<file path="config.mk">
export PLATFORM = sky130hd
export DESIGN_NAME = freq_meter_ctrl
export DESIGN_NICKNAME = d
export VERILOG_FILES = /design/src/rtl/freq_meter_ctrl.sv
export SDC_FILE = /design/constraint.sdc
export NUM_CORES = 1
export LEC_CHECK = 0
export CORE_UTILIZATION = 47
export DETAILED_ROUTE_END_ITERATION = 8
export GPL_TIMING_DRIVEN = 1
export PLACE_DENSITY = 0.64
export RECOVER_POWER = 100
export SLEW_MARGIN = 30
export SYNTH_ARGS = -nofsm -noshare
export SYNTH_HDL_FRONTEND = slang
export SYNTH_SLANG_ARGS = --single-unit
export TNS_END_PERCENT = 5
</file>
<file path="constraint.sdc">
create_clock -name sysclk -period 4.3 [get_ports sysclk]
set_input_delay 0.86 -clock sysclk [delete_from_list [all_inputs] [get_ports sysclk]]
set_output_delay 0.86 -clock sysclk [all_outputs]
set_load 0.03 [all_outputs]
</file>
<file path="src/rtl/freq_meter_ctrl.sv">
// Frequency-meter sequencer: selects the generator test mode (manual or auto-scan),
// waits out a settle interval, counts sigin rising edges over a fixed gate, latches the result.
module freq_meter_ctrl #(
  parameter int GATE_CYCLES   = 100000000,
  parameter int SETTLE_CYCLES = 4000000,
  parameter int DWELL_GATES   = 3,
  parameter int CNT_W         = 24
) (
  input  logic             sysclk,
  input  logic             reset,
  input  logic             auto,
  input  logic [1:0]       sw_mode,
  input  logic             sigin,
  output logic [1:0]       testmode,
  output logic [CNT_W-1:0] freq,
  output logic             freq_valid,
  output logic             overflow,
  output logic             gate
);

  localparam int GATE_W   = $clog2(GATE_CYCLES);
  localparam int SETTLE_W = (SETTLE_CYCLES > 1) ? $clog2(SETTLE_CYCLES) : 1;
  localparam int TMR_W    = (GATE_W > SETTLE_W) ? GATE_W : SETTLE_W;
  localparam int DWELL_W  = (DWELL_GATES > 1) ? $clog2(DWELL_GATES) : 1;

  localparam logic [TMR_W-1:0]   GATE_LAST   = TMR_W'(GATE_CYCLES - 1);
  localparam logic [TMR_W-1:0]   SETTLE_LAST = TMR_W'(SETTLE_CYCLES - 1);
  localparam logic [DWELL_W-1:0] DWELL_LAST  = DWELL_W'(DWELL_GATES - 1);
  localparam logic [CNT_W-1:0]   CNT_MAX     = '1;

  typedef enum logic [1:0] {ST_SETTLE, ST_GATE, ST_LATCH} state_t;

  state_t             state_q, state_d;
  logic [TMR_W-1:0]   timer_q, timer_d;
  logic [CNT_W-1:0]   cnt_q, cnt_d;
  logic               sat_q, sat_d;
  logic [DWELL_W-1:0] dwell_q, dwell_d;
  logic [1:0]         scan_q, scan_d;
  logic               auto_q, auto_d;
  logic [1:0]         testmode_q, testmode_d;
  logic [CNT_W-1:0]   freq_q, freq_d;
  logic               overflow_q, overflow_d;
  logic               valid_q, valid_d;
  logic [2:0]         sync_q, sync_d;

  logic       edge_det;
  logic       advance;
  logic       mode_change;
  logic [1:0] target;

  // sync_q[1:0] is the two-flop synchroniser, sync_q[2] the previous synchronised value
  assign edge_det = sync_q[1] & ~sync_q[2];

  always_comb begin
    sync_d     = {sync_q[1:0], sigin};
    auto_d     = auto;
    scan_d     = scan_q;
    dwell_d    = dwell_q;
    state_d    = state_q;
    timer_d    = timer_q;
    cnt_d      = cnt_q;
    sat_d      = sat_q;
    freq_d     = freq_q;
    overflow_d = overflow_q;
    valid_d    = 1'b0;

    advance = (state_q == ST_LATCH) && (dwell_q == DWELL_LAST);

    // Entering auto restarts the scan at 00; the scan only steps when a latch ends its dwell
    if (!auto) begin
      target = sw_mode;
    end else if (!auto_q) begin
      target = 2'b00;
    end else if (advance) begin
      target = scan_q + 2'd1;
    end else begin
      target = scan_q;
    end
    testmode_d  = target;
    mode_change = (target != testmode_q);

    if (auto) begin
      scan_d = target;
      if (!auto_q) begin
        dwell_d = '0;
      end else if (state_q == ST_LATCH) begin
        dwell_d = advance ? '0 : dwell_q + 1'b1;
      end
    end

    case (state_q)
      ST_SETTLE: begin
        if (mode_change) begin
          timer_d = '0;
        end else if (timer_q == SETTLE_LAST) begin
          state_d = ST_GATE;
          timer_d = '0;
          cnt_d   = '0;
          sat_d   = 1'b0;
        end else begin
          timer_d = timer_q + 1'b1;
        end
      end
      ST_GATE: begin
        if (mode_change) begin
          state_d = ST_SETTLE;
          timer_d = '0;
          cnt_d   = '0;
          sat_d   = 1'b0;
        end else begin
          if (edge_det) begin
            if (cnt_q == CNT_MAX) begin
              sat_d = 1'b1;
            end else begin
              cnt_d = cnt_q + 1'b1;
            end
          end
          if (timer_q == GATE_LAST) begin
            state_d = ST_LATCH;
            timer_d = '0;
          end else begin
            timer_d = timer_q + 1'b1;
          end
        end
      end
      ST_LATCH: begin
        freq_d     = cnt_q;
        overflow_d = sat_q;
        valid_d    = 1'b1;
        cnt_d      = '0;
        sat_d      = 1'b0;
        timer_d    = '0;
        state_d    = mode_change ? ST_SETTLE : ST_GATE;
      end
      default: begin
        state_d = ST_SETTLE;
        timer_d = '0;
      end
    endcase
  end

  always_ff @(posedge sysclk or posedge reset) begin
    if (reset) begin
      state_q    <= ST_SETTLE;
      timer_q    <= '0;
      cnt_q      <= '0;
      sat_q      <= 1'b0;
      dwell_q    <= '0;
      scan_q     <= 2'b00;
      auto_q     <= 1'b0;
      testmode_q <= 2'b00;
      freq_q     <= '0;
      overflow_q <= 1'b0;
      valid_q    <= 1'b0;
      sync_q     <= '0;
    end else begin
      state_q    <= state_d;
      timer_q    <= timer_d;
      cnt_q      <= cnt_d;
      sat_q      <= sat_d;
      dwell_q    <= dwell_d;
      scan_q     <= scan_d;
      auto_q     <= auto_d;
      testmode_q <= testmode_d;
      freq_q     <= freq_d;
      overflow_q <= overflow_d;
      valid_q    <= valid_d;
      sync_q     <= sync_d;
    end
  end

  assign testmode   = testmode_q;
  assign freq       = freq_q;
  assign freq_valid = valid_q;
  assign overflow   = overflow_q;
  assign gate       = (state_q == ST_GATE);

endmodule

</file>
==> run_results.csv, run 1 <==
group,metric,value,unit
power,p_leak,2.414,nW
logic_synthesis,synth-edff-count,0,
clocking,postCtsHoldBufs,0,
logic_synthesis,synthCells,478,
logic_synthesis,yosysWarnings,0,
placement,placed_cells,625,
die,fp-row-count,35,
logic_synthesis,syn_nets,486,
logic_synthesis,synth_top_cell_by_area,"dfrtp_1",
worst_setup_path,path_cells,"dlygate4sd3_1, inv_1, a32o_1, or3_4, a211oi_1, clkbuf_1, o311a_1, a221o_1",
sta,fin_crit,3.743,ns
routing,vias,3578,
routing,ant_nets,0,
logic_synthesis,muxShareOfSynthArea,1.134,%
global_route,grt_overflow_total,0,
routing,drtPass1Iterations,4,
worst_setup_path,arrival,4.04,ns
sta,setup_viol,0,
logic_synthesis,yosysUniqueCellTypes,55,
worst_hold_path,hp-class,"reg2reg",
die,core,0.009284,mm^2
flow_run,cap_viol_max_count,2,
worst_setup_path,cp-end-kind,"flip-flop",
clocking,clockBufferDepth,2,
worst_setup_path,crit_path_max_incr_delay,0.98,ns
placement,port_buffers,34,
clocking,cts-buffers-inserted,9,
sta,drv_slew,81,
logic_synthesis,synth-simple-area-share,28.44,%
logic_synthesis,ys_seq_elements,90,
clocking,clk_pin_slew,0.09,ns
clocking,cts_root_buffer,"clkbuf_8",
logic_synthesis,yosysMostFrequentCell,"dfrtp_1",
routing,wl,9.583,mm
worst_setup_path,path_max_fanout,34,
routing,drt_first_iter_violations,144,
routing,wl_per_cell,14.97,um
global_route,antenna_found_initial,0,
clocking,cts-htree-levels,3,
die,start_util,48.71,%
global_route,grt_usage,21.31,%
clocking,cts_tree,"built",
logic_synthesis,synth_commonest_cells,"90 x dfrtp_1, 88 x nand2_1, 51 x nor2_1",
sta,period_share,87.04,%
logic_synthesis,syn_area_per_cell,9.460,um^2
power,peakVddDrop,0.1387,mV
logic_synthesis,synthXorXnorAreaFrac,4.842,%
layout,nets,515,
logic_synthesis,synth_top_area_share,49.81,%
die,dieWidth,100.1,um
logic_synthesis,synth_top_family_by_area,"simple AND/OR/NAND/NOR gates",
global_route,grt_max_degree,41,
placement,finalWeightedCongestion,0.8180,
sta,finalClockSkew,0.01151,ns
sta,tightest_slew,1.730,ns
logic_synthesis,synth_compound_area_share,11.37,%
logic_synthesis,synth-async-reset-ratio,100.0,%
global_route,grt_pass1_wl,16.70,mm
logic_synthesis,synth-seq-area-share,49.81,%
worst_setup_path,critPathLaunchType,"primary input",
run_status,failed_checks,"max-capacitance violations, max-slew violations",
layout,diodes,0,
clocking,post_cts_buffers,0,
sta,slew_headroom,-15.99,%
worst_setup_path,crit_type,"in2reg",
clocking,post_cts_resized,0,
global_route,grt_pass1_vias,3414,
die,dieArea,0.01002,mm^2
die,io_pins,35,
routing,drc,0,
sta,fmax,267.2,MHz
die,dieHeight,100.1,um
worst_setup_path,cp_slowest_cell,"clkbuf_1",
sta,tns,0,ns
logic_synthesis,synth.area.top_cells,"dfrtp_1 50%, nand2_1 7.3%, nor2_1 4.2%, and3_1 2.8%, nand4_1 2.8%",
sta,hold_viol_final,0,
logic_synthesis,synthAdderAreaFrac,0.5534,%
clocking,clk_latency,0.36,ns
layout,area_growth,13.89,%
run_status,status,"complete, but fails checks",
layout,fin_cells,640,
logic_synthesis,synth_ff_type,"dfrtp_1",
layout,layout-drive-gt1-share,4.697,%
clocking,clock-sinks,90,
power,powerDensity,313.8,mW/mm^2
routing,vias_per_cell,5.591,
logic_synthesis,synth.cell_area,0.004522,mm^2
worst_setup_path,crit_required,4.60,ns
sta,rsz0062_at_grt,"false",
placement,hpwl,6.510,mm
-- placed cells by master, fill, tap and decap left out, types with 2 or more instances in the layout --
cell type | netlist | final
a211o_1 | 5 | 5
a21boi_0 | 4 | 4
a21o_1 | 6 | 6
a21oi_1 | 3 | 3
a221o_1 | 12 | 12
and2_1 | 2 | 2
and3_1 | 20 | 20
and3b_1 | 2 | 2
and4_1 | 11 | 11
clkbuf_1 | 10 | 5
clkbuf_8 | 0 | 12
clkdlybuf4s50_1 | 0 | 2
dfrtp_1 | 90 | 90
dlygate4sd3_1 | 0 | 32
ha_1 | 2 | 2
inv_1 | 16 | 15
mux2i_1 | 4 | 4
nand2_1 | 88 | 88
nand2b_1 | 2 | 2
nand3_1 | 16 | 16
nand4_1 | 20 | 20
nand4b_1 | 3 | 3
nor2_1 | 51 | 51
nor2b_1 | 5 | 5
nor3_1 | 4 | 4
nor4_1 | 8 | 8
nor4b_1 | 3 | 3
o21ai_0 | 13 | 13
o2bb2ai_1 | 4 | 4
o311a_1 | 4 | 4
or2_2 | 2 | 2
or3_1 | 7 | 7
or4_1 | 4 | 4
xnor2_1 | 11 | 11
xor2_1 | 14 | 14
-- critical path, delay by kind of cell --
kind,cells,cell delay [ns]
buffers and inverters,3,1.88
AO/OA/AOI/OAI,4,0.94
AND/OR/NAND/NOR,1,0.35
-- registers in the layout, indices dropped and copies added (netlist names), 2 cells and up --
| signal | count |
|---|---|
| timer_q | 27 |
| cnt_q | 24 |
| freq | 24 |
| sync_q | 3 |
| dwell_q | 2 |
| scan_q | 2 |
| state_q | 2 |
| testmode | 2 |
-- layout make-up --
cell class	instances	area, um^2
timing repair buffer	40	367.9
clock buffer	13	168.9
clock inverter	2	35.03
multi-input combinational	350	2103
sequential	90	2252
fill	869	4134
tap	129	161.4
inverter	16	61.31
-- per-layer routing --
metal  up-vias  wire length [um]  global-route usage, %
met3        12               284                  3.552
met5         -                 0                      0
li1       1769                 -                      -
met2        46              4389                  33.95
met4         0               124                  6.800
met1      1751              4784                  29.92
-- power breakdown --
group	leakage, nW	total [W]	switching [W]	internal [W]
sequential	1.23	0.000908	0.0000362	0.000872
combinational	1.08	0.000106	0.0000678	0.0000379
clock	0.106	0.000602	0.000289	0.000313
total	2.41	0.00162	0.000393	0.00122
-- kinds of logic (layout without fill, tap and decap cells) --
kind of cell	Yosys count	count (layout)
AOI/OAI and AO/OA	64	64
xor gates and xnor gates	25	25
adders and majority gates	2	2
buffers and inverters	38	71
DFF	90	90
muxes	5	5
and+or+nand+nor	254	254
-- worst paths after layout --
path | startpoint | slack (ns) | depth (start not counted) | endpoint
max in group asynchronous | reset | 0.95 | 3 | cnt_q[14]
worst min register to register | sync_q[0] | 0.36 | 0 | sync_q[1]
worst max-delay path | auto | 0.56 | 8 | cnt_q[13]
worst max register to register | state_q[0] | 1.10 | 7 | cnt_q[13]
min in group asynchronous | reset | 1.37 | 2 | cnt_q[3]
worst min-delay path | sync_q[0] | 0.36 | 0 | sync_q[1]
-- per-stage QoR --
| step | hold slack [ns] | power (W) | setup WS, ns | utilization, % | cell area (um^2) |
|---|---|---|---|---|---|
| 3_5_place_dp | 0.3418 | 0.001034 | 0.4807 | 53.44 | 4961 |
| 4_1_cts | 0.3600 | 0.001631 | 0.8734 | 55.63 | 5165 |
| 6_report | 0.3565 | 0.001616 | 0.5575 | 55.47 | 5150 |
| 3_3_place_gp | 0.3321 | 0.001030 | 0.5466 | 53.44 | 4961 |
| 2_1_floorplan | 0.3312 | 0.0009923 | 1.105 | - | 4522 |
| 5_1_grt | 0.3705 | 0.001677 | 0.3525 | 55.47 | 5150 |
(Power assumes the default switching activity.)
==> run 2: changes to the inputs <==
--- a/config.mk
+++ b/config.mk
@@ -5,6 +5,7 @@
 export SDC_FILE = /design/constraint.sdc
 export NUM_CORES = 1
 export LEC_CHECK = 0
+export ABC_CLOCK_PERIOD_IN_PS = 4300
 export CORE_UTILIZATION = 47
 export DETAILED_ROUTE_END_ITERATION = 8
 export GPL_TIMING_DRIVEN = 1
==> results of run 2 <==
The final DEF is identical to that of run 1; final timing and power are the same.
==> run 3: changes to the inputs <==
--- a/config.mk
+++ b/config.mk
@@ -6,6 +6,7 @@
 export NUM_CORES = 1
 export LEC_CHECK = 0
 export ABC_CLOCK_PERIOD_IN_PS = 4300
+export CAP_MARGIN = 15
 export CORE_UTILIZATION = 47
 export DETAILED_ROUTE_END_ITERATION = 8
 export GPL_TIMING_DRIVEN = 1
==> results of run 3 <==
The final DEF is identical to that of run 1; final timing and power are the same.
